`src/rtl/arbitro_escrita_registro_pkg.sv`:
```
// -----------------------------------------------------------------------------
// pkg_banco
// Shared types and sizes for the 8x16 register bank write-port controller.
// Contents:
//   BITS_PALAVRA   data word width
//   END_REGISTROS  register address width
//   NUM_REGISTROS  number of registers swept by the clear sequence
//   estado_t       controller state (LIMPA = clearing, ATIVO = arbitrating)
//   palavra_t      one data word
//   end_reg_t      one register address
// -----------------------------------------------------------------------------
package pkg_banco;

  localparam int BITS_PALAVRA  = 16;
  localparam int END_REGISTROS = 3;
  localparam int NUM_REGISTROS = 2 ** END_REGISTROS;

  typedef enum logic {
    LIMPA,
    ATIVO
  } estado_t;

  typedef logic [BITS_PALAVRA-1:0]  palavra_t;
  typedef logic [END_REGISTROS-1:0] end_reg_t;

endpackage

```
`src/rtl/arbitro_escrita_registro_if.sv`:
```
// -----------------------------------------------------------------------------
// arbitro_escrita_registro_if
// Bundles the requester handshake and the bank write port of the write-port
// controller. Clock and reset are kept outside as plain ports.
// Signals:
//   limpa       single-cycle pulse requesting a clear sweep
//   req_valid   per-requester pending write
//   req_end     packed destination addresses (slice i = requester i)
//   req_dado    packed write data (slice i = requester i)
//   req_ready   one-hot grant (combinational)
//   Hab_Escrita bank write enable (registered)
//   Sel_E_SA    bank write address (registered)
//   E           bank write data (registered)
//   ocupado     high while a clear sweep is running (registered)
// Modports:
//   master  requester / environment side
//   slave   controller side
// -----------------------------------------------------------------------------
interface arbitro_escrita_registro_if #(
  parameter int N_REQ = 3
);
  import pkg_banco::*;

  logic                            limpa;
  logic [N_REQ-1:0]                req_valid;
  logic [N_REQ*END_REGISTROS-1:0]  req_end;
  logic [N_REQ*BITS_PALAVRA-1:0]   req_dado;
  logic [N_REQ-1:0]                req_ready;
  logic                            Hab_Escrita;
  end_reg_t                        Sel_E_SA;
  palavra_t                        E;
  logic                            ocupado;

  modport master (
    output limpa,
    output req_valid,
    output req_end,
    output req_dado,
    input  req_ready,
    input  Hab_Escrita,
    input  Sel_E_SA,
    input  E,
    input  ocupado
  );

  modport slave (
    input  limpa,
    input  req_valid,
    input  req_end,
    input  req_dado,
    output req_ready,
    output Hab_Escrita,
    output Sel_E_SA,
    output E,
    output ocupado
  );

endinterface

```
`src/rtl/arbitro_escrita_registro_rr_arbitro.sv`:
```
// -----------------------------------------------------------------------------
// rr_arbitro
// Purely combinational round-robin priority picker. Starting at position ptr
// and moving upward modulo N_REQ, the first asserted request wins.
// Ports:
//   req    in   N_REQ          request vector
//   ptr    in   clog2(N_REQ)   highest-priority position this cycle
//   grant  out  N_REQ          one-hot winner (all zero when no request)
//   idx    out  clog2(N_REQ)   index of the winner (0 when no request)
//   any    out  1              at least one request is asserted
// -----------------------------------------------------------------------------
module rr_arbitro #(
  parameter int N_REQ = 3
) (
  input  logic [N_REQ-1:0]         req,
  input  logic [$clog2(N_REQ)-1:0] ptr,
  output logic [N_REQ-1:0]         grant,
  output logic [$clog2(N_REQ)-1:0] idx,
  output logic                     any
);

  localparam int IDX_W = $clog2(N_REQ);

  logic [IDX_W-1:0] cand_idx;

  // Walk the N_REQ positions in priority order (ptr, ptr+1, ... wrapping) and
  // latch onto the first one that is requesting; later hits are ignored.
  always_comb begin
    grant    = '0;
    idx      = '0;
    any      = 1'b0;
    cand_idx = '0;
    for (int k = 0; k < N_REQ; k++) begin
      cand_idx = IDX_W'((int'(ptr) + k) % N_REQ);
      if (!any && req[cand_idx]) begin
        any             = 1'b1;
        idx             = cand_idx;
        grant[cand_idx] = 1'b1;
      end
    end
  end

endmodule

```
`src/rtl/arbitro_escrita_registro.sv`:
```
// -----------------------------------------------------------------------------
// arbitro_escrita_registro
// Write-port controller for the 8x16 register bank. Round-robin arbitrates
// N_REQ writeback requesters onto the single bank write port, and runs a clear
// sweep that writes zero to every register after reset or on a limpa pulse.
// All bank-side outputs are registered so they are stable for the bank's
// negedge write.
// Ports:
//   clock  in   1   rising-edge clock
//   reset  in   1   synchronous, active-high
//   bus    slave modport of arbitro_escrita_registro_if:
//            limpa, req_valid, req_end, req_dado        (in)
//            req_ready, Hab_Escrita, Sel_E_SA, E, ocupado (out)
// -----------------------------------------------------------------------------
module arbitro_escrita_registro
  import pkg_banco::*;
#(
  parameter int N_REQ = 3
) (
  input  logic                        clock,
  input  logic                        reset,
  arbitro_escrita_registro_if.slave   bus
);

  localparam int PTR_W = $clog2(N_REQ);

  estado_t           state_q, state_d;
  end_reg_t          cnt_q, cnt_d;
  logic [PTR_W-1:0]  ptr_q, ptr_d;
  logic              hab_q, hab_d;
  end_reg_t          sel_q, sel_d;
  palavra_t          e_q, e_d;
  logic              ocupado_q, ocupado_d;
  logic [N_REQ-1:0]  ready;

  logic [N_REQ-1:0]  grant;
  logic [PTR_W-1:0]  idx;
  logic              any;

  end_reg_t          end_sel;
  palavra_t          dado_sel;

  rr_arbitro #(
    .N_REQ (N_REQ)
  ) u_rr_arbitro (
    .req   (bus.req_valid),
    .ptr   (ptr_q),
    .grant (grant),
    .idx   (idx),
    .any   (any)
  );

  // Select the address/data slice of whichever requester the arbiter picked.
  always_comb begin
    end_sel  = '0;
    dado_sel = '0;
    for (int i = 0; i < N_REQ; i++) begin
      if (grant[i]) begin
        end_sel  = bus.req_end[i*END_REGISTROS +: END_REGISTROS];
        dado_sel = bus.req_dado[i*BITS_PALAVRA +: BITS_PALAVRA];
      end
    end
  end

  // Next-state and grant logic. Hab_Escrita defaults low so every write is a
  // single-cycle pulse; address and data hold their last value when idle.
  // A limpa pulse during a sweep only rewinds the counter: that cycle issues
  // no write and the following cycle starts again at register 0.
  always_comb begin
    state_d   = state_q;
    cnt_d     = cnt_q;
    ptr_d     = ptr_q;
    hab_d     = 1'b0;
    sel_d     = sel_q;
    e_d       = e_q;
    ocupado_d = ocupado_q;
    ready     = '0;

    unique case (state_q)
      LIMPA: begin
        if (bus.limpa) begin
          cnt_d = '0;
        end else begin
          hab_d = 1'b1;
          sel_d = cnt_q;
          e_d   = '0;
          if (cnt_q == end_reg_t'(NUM_REGISTROS - 1)) begin
            state_d   = ATIVO;
            cnt_d     = '0;
            ocupado_d = 1'b0;
          end else begin
            cnt_d = cnt_q + 1'b1;
          end
        end
      end

      ATIVO: begin
        if (bus.limpa) begin
          state_d   = LIMPA;
          cnt_d     = '0;
          ocupado_d = 1'b1;
        end else if (any) begin
          ready = grant;
          hab_d = 1'b1;
          sel_d = end_sel;
          e_d   = dado_sel;
          if (idx == PTR_W'(N_REQ - 1)) begin
            ptr_d = '0;
          end else begin
            ptr_d = idx + 1'b1;
          end
        end
      end

      default: begin
        state_d = LIMPA;
      end
    endcase

    // No grant may be issued in a reset cycle: the accept would be lost.
    if (reset) begin
      ready = '0;
    end
  end

  // State and output registers with synchronous reset into a fresh sweep.
  always_ff @(posedge clock) begin
    if (reset) begin
      state_q   <= LIMPA;
      cnt_q     <= '0;
      ptr_q     <= '0;
      hab_q     <= 1'b0;
      sel_q     <= '0;
      e_q       <= '0;
      ocupado_q <= 1'b1;
    end else begin
      state_q   <= state_d;
      cnt_q     <= cnt_d;
      ptr_q     <= ptr_d;
      hab_q     <= hab_d;
      sel_q     <= sel_d;
      e_q       <= e_d;
      ocupado_q <= ocupado_d;
    end
  end

  assign bus.req_ready   = ready;
  assign bus.Hab_Escrita = hab_q;
  assign bus.Sel_E_SA    = sel_q;
  assign bus.E           = e_q;
  assign bus.ocupado     = ocupado_q;

endmodule

```
`src/flat_wrapper.sv`:
```
// flat-port wrapper written by rule: the top's interface ports become plain ports
module arbitro_escrita_registro_flat import pkg_banco::*;
#(
  parameter int N_REQ = 3
)
  (clock, reset, bus_limpa, bus_req_valid, bus_req_end, bus_req_dado, bus_req_ready, bus_Hab_Escrita, bus_Sel_E_SA, bus_E, bus_ocupado);
  arbitro_escrita_registro_if #(.N_REQ(N_REQ)) bus_i ();
  input  logic clock;
  input  logic reset;
  input wire logic [$bits(bus_i.limpa)-1:0] bus_limpa;
  input wire logic [$bits(bus_i.req_valid)-1:0] bus_req_valid;
  input wire logic [$bits(bus_i.req_end)-1:0] bus_req_end;
  input wire logic [$bits(bus_i.req_dado)-1:0] bus_req_dado;
  output wire logic [$bits(bus_i.req_ready)-1:0] bus_req_ready;
  output wire logic [$bits(bus_i.Hab_Escrita)-1:0] bus_Hab_Escrita;
  output wire logic [$bits(bus_i.Sel_E_SA)-1:0] bus_Sel_E_SA;
  output wire logic [$bits(bus_i.E)-1:0] bus_E;
  output wire logic [$bits(bus_i.ocupado)-1:0] bus_ocupado;
  assign bus_i.limpa = bus_limpa;
  assign bus_i.req_valid = bus_req_valid;
  assign bus_i.req_end = bus_req_end;
  assign bus_i.req_dado = bus_req_dado;
  assign bus_req_ready = bus_i.req_ready;
  assign bus_Hab_Escrita = bus_i.Hab_Escrita;
  assign bus_Sel_E_SA = bus_i.Sel_E_SA;
  assign bus_E = bus_i.E;
  assign bus_ocupado = bus_i.ocupado;
  arbitro_escrita_registro #(.N_REQ(N_REQ)) u_core (.clock(clock), .reset(reset), .bus(bus_i));
endmodule
```
`config.mk`:
```
export PLATFORM = sky130hd
export DESIGN_NAME = arbitro_escrita_registro_flat
export DESIGN_NICKNAME = d
export VERILOG_FILES = /design/src/rtl/arbitro_escrita_registro_pkg.sv /design/src/rtl/arbitro_escrita_registro_if.sv /design/src/rtl/arbitro_escrita_registro_rr_arbitro.sv /design/src/rtl/arbitro_escrita_registro.sv /design/src/flat_wrapper.sv
export SDC_FILE = /design/constraint.sdc
export NUM_CORES = 1
export LEC_CHECK = 0
export BUFFER_PORTS_ARGS = -buffer_cell sky130_fd_sc_hd__buf_2
export CORE_UTILIZATION = 49
export DETAILED_ROUTE_END_ITERATION = 6
export GPL_ROUTABILITY_DRIVEN = 0
export PLACE_DENSITY = 0.93
export SYNTH_ARGS = -nofsm -noshare
export SYNTH_HDL_FRONTEND = slang
export SYNTH_SLANG_ARGS = --single-unit
```
`constraint.sdc`:
```
create_clock -name clock -period 2.8 [get_ports clock]
set_clock_uncertainty 0.15 [all_clocks]
set_input_delay 0.56 -clock clock [delete_from_list [all_inputs] [get_ports clock]]
set_output_delay 0.56 -clock clock [all_outputs]
set_load 0.05 [all_outputs]
```
; ---- Word-level counts from Yosys, hierarchy flattened
; Index checks and enable logic that the tools add are counted.
[word_totals]
mem_count = 0
input_bits = 63
elab_cells = 96
ramBits = 0
output_inout_bits = 24
romBits = 0
reg_bits = 27
latchBits = 0
[classes]
order_cmp = 6
eq_ne = 7
multipliers = 0
div_mod_pow = 3
n_bitwise = 4
shift = 0
muxes = 55
reduce_logical = 10
addsub = 4
[op_table]
columns = cell, count
row1 = $mux 16, 6
row2 = $mod 32x3->32 const B, 2
row3 = $mux 3, 16
row4 = $mod 3x3->32 const B, 1
row5 = $pmux 16 s2, 1
row6 = $mux 1, 17
row7 = $pmux 3 s2, 2
row8 = $lt 2x3->1 const B, 3
row9 = $reduce_and 3->1, 3
row10 = $mux 2, 4
row11 = $ne 2x2->1 const B, 4
row12 = $bmux 1 s2, 3
row13 = $demux 1 s2, 3
row14 = $ge 2x1->1 const B, 3
row15 = $or 3x3->3, 2
row16 = $pmux 1 s2, 3
row17 = $logic_and 1x1->1, 5
row18 = $add 2x1->3 const B, 1
row19 = $add 2x2->3 const B, 1
row20 = $add 3x1->3 const B, 1
row21 = $eq 3x3->1 const B, 1
row22 = $add 2x1->2 const B, 1
row23 = $eq 2x2->1 const B, 1
row24 = $logic_not 1->1, 2
row25 = other kinds (2), 3

; ---- Logic depth before layout (Yosys ltp)
[logic_depth]
word_depth = 16
depth_mapped = 11
depth_no_buf = 8

; ---- Cells and area by module
; From an unflattened synthesis, not the netlist that was laid out.
[hier_totals]
hier_cells = 248
hier_area_um2 = 1968.1
[modules_own_cells]
columns = mod, n_inst, area_per_inst_um2, cells_per_inst, seq_area_each_um2
row1 = arbitro_escrita_registro, 1, 1620.3, 195, 540.5
row2 = rr_arbitro, 1, 347.8, 53, 0.0

; ---- Worst setup path after synthesis
; No wires, ideal clock.
[synth_path]
path_type = register to output
start = register u_core.ptr_q[0]
end = output bus_req_ready[1]
arrival_ps = 2388
path_buffers = 1
stages_incl_launch_ff = 9
slack_ps = -298
required_ps = 2090
path_cell_list = dfxtp_1 > inv_1 > ha_1 > buf_6 > nor3b_2 > a32oi_1 > o221ai_2 > a21oi_4 > nor2_1
[synth_between]
elab_chain_len = 14
word_cells_on_any_way = 42
classes_between = add/sub (2) / div (3) / order compare (6) / mux (22) / bitwise (2) / reduce/logical (7)
[synth_lines]
columns = item, line
row1 = from (decl), arbitro_escrita_registro.sv:29  ; logic [PTR_W-1:0] ptr_q, ptr_d;
row2 = from (signal assigned), arbitro_escrita_registro.sv:139  ; ptr_q <= ptr_d;
row3 = $add 2x1->3 or $mod 3x3->32 (tied branches), arbitro_escrita_registro_rr_arbitro.sv:34  ; cand_idx = IDX_W'((int'(ptr) + k) % N_REQ);
row4 = "$mod 32x3->32, or another cell as far along", arbitro_escrita_registro_rr_arbitro.sv:34
row5 = "$lt 2x3->1 (not written as such), or another cell as far along", arbitro_escrita_registro_rr_arbitro.sv:38  ; grant[cand_idx] = 1'b1;
row6 = "$logic_and 1x1->1 (not written as such), or another cell as far along", arbitro_escrita_registro_rr_arbitro.sv:38
row7 = "$mux 1 (not written as such), or another cell as far along", arbitro_escrita_registro_rr_arbitro.sv:38
row8 = "$demux 1 s2, or another cell as far along", arbitro_escrita_registro_rr_arbitro.sv:38
row9 = $or 3x3->3 (no source line) or $mux 1 (tied branches), -
row10 = $mux 3 or $logic_not 1->1 (tied branches), arbitro_escrita_registro_rr_arbitro.sv:35  ; if (!any && req[cand_idx]) begin
row11 = $or 3x3->3 (no source line) or $logic_and 1x1->1 (tied branches), -
row12 = $mux 3 or $mux 1 (tied branches), arbitro_escrita_registro_rr_arbitro.sv:35
row13 = $mux 3 *, arbitro_escrita_registro.sv:102  ; end else if (any) begin
row14 = $mux 3 *, arbitro_escrita_registro.sv:98  ; if (bus.limpa) begin
row15 = $mux 3 *, arbitro_escrita_registro.sv:79  ; unique case (state_q)
row16 = $mux 3 *, arbitro_escrita_registro.sv:121  ; if (reset) begin
row17 = to (decl), flat_wrapper.sv:14  ; output wire logic [$bits(bus_i.req_ready)-1:0] bus_req_ready;
; Every way passes the cells marked *; elsewhere a longest branch is shown, timed or not. The select of a mux whose other input is x is not followed.

; ---- Final worst setup path
[layout_path]
start = register u_core.ptr_q[0]
end = output bus_req_ready[0]
; Same word-level chain as after synthesis.

==> impl_metrics.tcl <==
set metrics [dict create \
    peakVddDrop_mv 0.208 \
    maxCapViolations 0 \
    finalHoldViolations 0 \
    areaGrowthSynthToFinish_pct 32.0 \
    avgViaCountPerCell 5.90 \
    final_cell_count_no_fill 408 \
    regArea_um2 543 \
    slew_headroom_pct 53.8 \
    drive_gt1_share_pct 44.7 \
    cp-end-kind "primary output" \
    violations "setup timing" \
    netlist_area_mm2 0.00216 \
    hold_start "u_core.bus.E[12]" \
    path_class "reg -> out" \
    timing.final.crit_share_pct 102 \
    power.density_mw_per_mm2 283 \
    die_y_um 68.3 \
    post_dp_cell_area_mm2 0.00258 \
    synthSimpleGateAreaFrac_pct 19.8 \
    final_area_mm2 0.00285 \
    num_io_pins 87 \
    grt_util_all_layers_pct 26.7 \
    crit_path_max_fanout 6 \
    io_buffers 86 \
    ys_types 49 \
    synth_seq_cells 27 \
    synth_xor_area_share_pct 0 \
    die_w_um 68.3 \
    worst_pin_slew_ps 692 \
    cts_tree "done" \
    route.detailed.drc 0 \
    clkLatencyLatePin_ps 280 \
    holdPathStages 2 \
    dp.cells 393 \
    seq_area_frac_synth_pct 25.1 \
    fin_crit_ps 2860 \
    grt_pass1_wl_um 9500 \
    path_clk_slew_ps 110 \
    setup_tns_ps -143 \
    antenna_cells 0 \
    dp_hpwl_um 4400 \
    core_area_mm2 0.00412 \
    start_util_pct 52.4 \
    r2r-end "u_core.bus.E[7]" \
    worstPathArrival_ps 2150 \
    clock-sinks 27 \
    hp-class "reg -> reg" \
    synthArstFlopShare_pct 0 \
    first_pass_iters 5 \
    hold_path_end "u_core.bus.E[12]" \
    syn_area_per_cell_um2 8.23 \
    drt_iter0_drc 169 \
    synth_edf_count 0 \
    cts_max_path_buffers 2 \
    wl_per_cell_um 15.9 \
    grt_setup_unrepaired "yes" \
    synth-main-ff-cell "dfxtp_1" \
    cts.hold.buffers_added 0 \
    status "complete, but fails checks" \
    grt_pass1_vias 2208 \
    worst_setup_path_start_kind "flip-flop" \
    maxSlewViolCount 0 \
    final_cell_mix "84 x buf_2, 40 x nand2_1, 25 x buf_4, 25 x dfxtp_1, 24 x nor2_1" \
    overflow 0 \
    finalWirelength_um 6500 \
    fmax_mhz 350 \
    synthesis.instances 262 \
    r2r_start "u_core.ptr_q[1]" \
    synth_compound_area_share_pct 38.5 \
    antenna_left 0 \
    setup_viol 3 \
    multiInputGateArea_mm2 0.00149 \
    nNetsFinal 428 \
    grt_max_degree 33 \
    final.setup.worst_slack_ps -58.0 \
    cp_data_required_time_ps 2090 \
    syn_nets 331 \
    synthAdderAreaFrac_pct 3.48 \
    final_util_pct 69.2 \
    synth_top_family_by_area "compound AO/OA/AOI/OAI gates" \
    p_leak_nw 1.23 \
    via_count 2409 \
    rows 23 \
    cts_made_buffers 3 \
    fillCellCount 327 \
    dieArea_mm2 0.00467 \
    rr_worst_depth 10 \
    yosys_warnings 0 \
    yosys-mux-area-fraction_pct 2.32 \
    layout_commonest_cell "buf_2" \
    cts_max_level 1 \
    antenna_found_initial 0 \
    rrSetupSlack_ps 140 \
    cts_root_buffer "clkbuf_8" \
    worstSetupStartpoint "u_core.ptr_q[0]" \
]
-- logic make-up after synthesis --
logic type | Yosys count
compound gates | 102
mux | 5
fa+ha+maj | 6
simple gates | 92
buf+inv | 30
flops | 27
-- power by group --
group | internal (mW) | switching (mW)
clock | 0.101 | 0.141
combinational | 0.0771 | 0.0964
sequential | 0.387 | 0.00233
total | 0.565 | 0.239
-- per-layer routing --
| layer | vias up | part of all wire (%) | GRT usage, % | wire length [µm] |
|---|---|---|---|---|
| met4 | 0 | 2.5 | 10.2 | 161 |
| met5 | - | 0 | 0 | 0 |
| li1 | 1167 | - | - | - |
| met1 | 1114 | 40 | 30.8 | 2600 |
| met3 | 20 | 5.5 | 4.00 | 357 |
| met2 | 108 | 52 | 48.8 | 3380 |
-- state kept, by name (all words and copies together), names as in the netlist --
name                    cells
u_core.cnt_q                3
u_core.bus.Sel_E_SA         3
u_core.bus.E               16
u_core.ptr_q                2
u_core.bus.ocupado          1
u_core.state_q              1
u_core.bus.Hab_Escrita      1
-- cells in the mapped netlist (2+ instances only) --
| master | number | area share [%] |
|---|---|---|
| nand2_1 | 40 | 7.0 |
| buf_6 | 14 | 7.3 |
| ha_1 | 6 | 3.5 |
| a31oi_1 | 16 | 4.6 |
| nor2_1 | 27 | 4.7 |
| a211oi_1 | 4 | 1.4 |
| dfxtp_1 | 27 | 25 |
| o211ai_1 | 6 | 2.1 |
| nor3_1 | 4 | 0.93 |
| a211o_1 | 17 | 6.9 |
| nand3_1 | 7 | 1.6 |
| o211ai_2 | 11 | 6.4 |
| or2_1 | 2 | 0.58 |
| inv_1 | 8 | 1.4 |
| a221oi_1 | 3 | 1.2 |
| clkbuf_1 | 4 | 0.70 |
| o21ai_0 | 19 | 4.4 |
| mux2i_1 | 5 | 2.3 |
| a311oi_1 | 3 | 1.2 |
| nand3b_1 | 3 | 1.0 |
| a21oi_1 | 8 | 1.9 |
-- critical path: stages, from the launching register on --
cell,delay [ps]
dfxtp_2,340
buf_6,120
ha_4,190
buf_6,130
a211o_4,320
and3_4,180
o32a_4,310
nor2b_4,130
buf_8,140
-- per-stage QoR --
stage          total power [mW]  worst slack (ps)  hold WS, ps
2_1_floorplan             0.489             -70.4          316
3_3_place_gp              0.548              13.0          291
3_5_place_dp              0.553             -39.4          302
4_1_cts                   0.794             -37.6          329
5_1_grt                   0.839              -168          344
6_report                  0.805             -58.0          326
-- final cells by class --
cell class | instances | area share, %
clock inverters | 1 | 0.264
inverters | 8 | 1.05
repair buffers | 114 | 23.5
multi-input cells | 205 | 52.5
flip-flops and latches | 27 | 19.1
clock buffers | 3 | 1.45
well taps | 50 | 2.20
-- what timing repair did --
item                                   in CTS  in global routing
gates resized for setup                    25                  7
setup endpoints to repair                   3                  4
endpoints found under the hold margin       0                  0
pin swaps                                   7                  6
setup buffers                               7                  4
-- worst max-delay path by stage --
stage,end,slack (ps),cells past startpoint
after floorplan,bus_req_ready[1],-70,8
after global routing,bus_req_ready[1],-170,9
final,bus_req_ready[0],-60,8
after detailed placement,bus_req_ready[0],-40,8
after CTS,bus_req_ready[0],-40,8
after global placement,bus_req_ready[0],10,8
(Power assumes the default switching activity.)
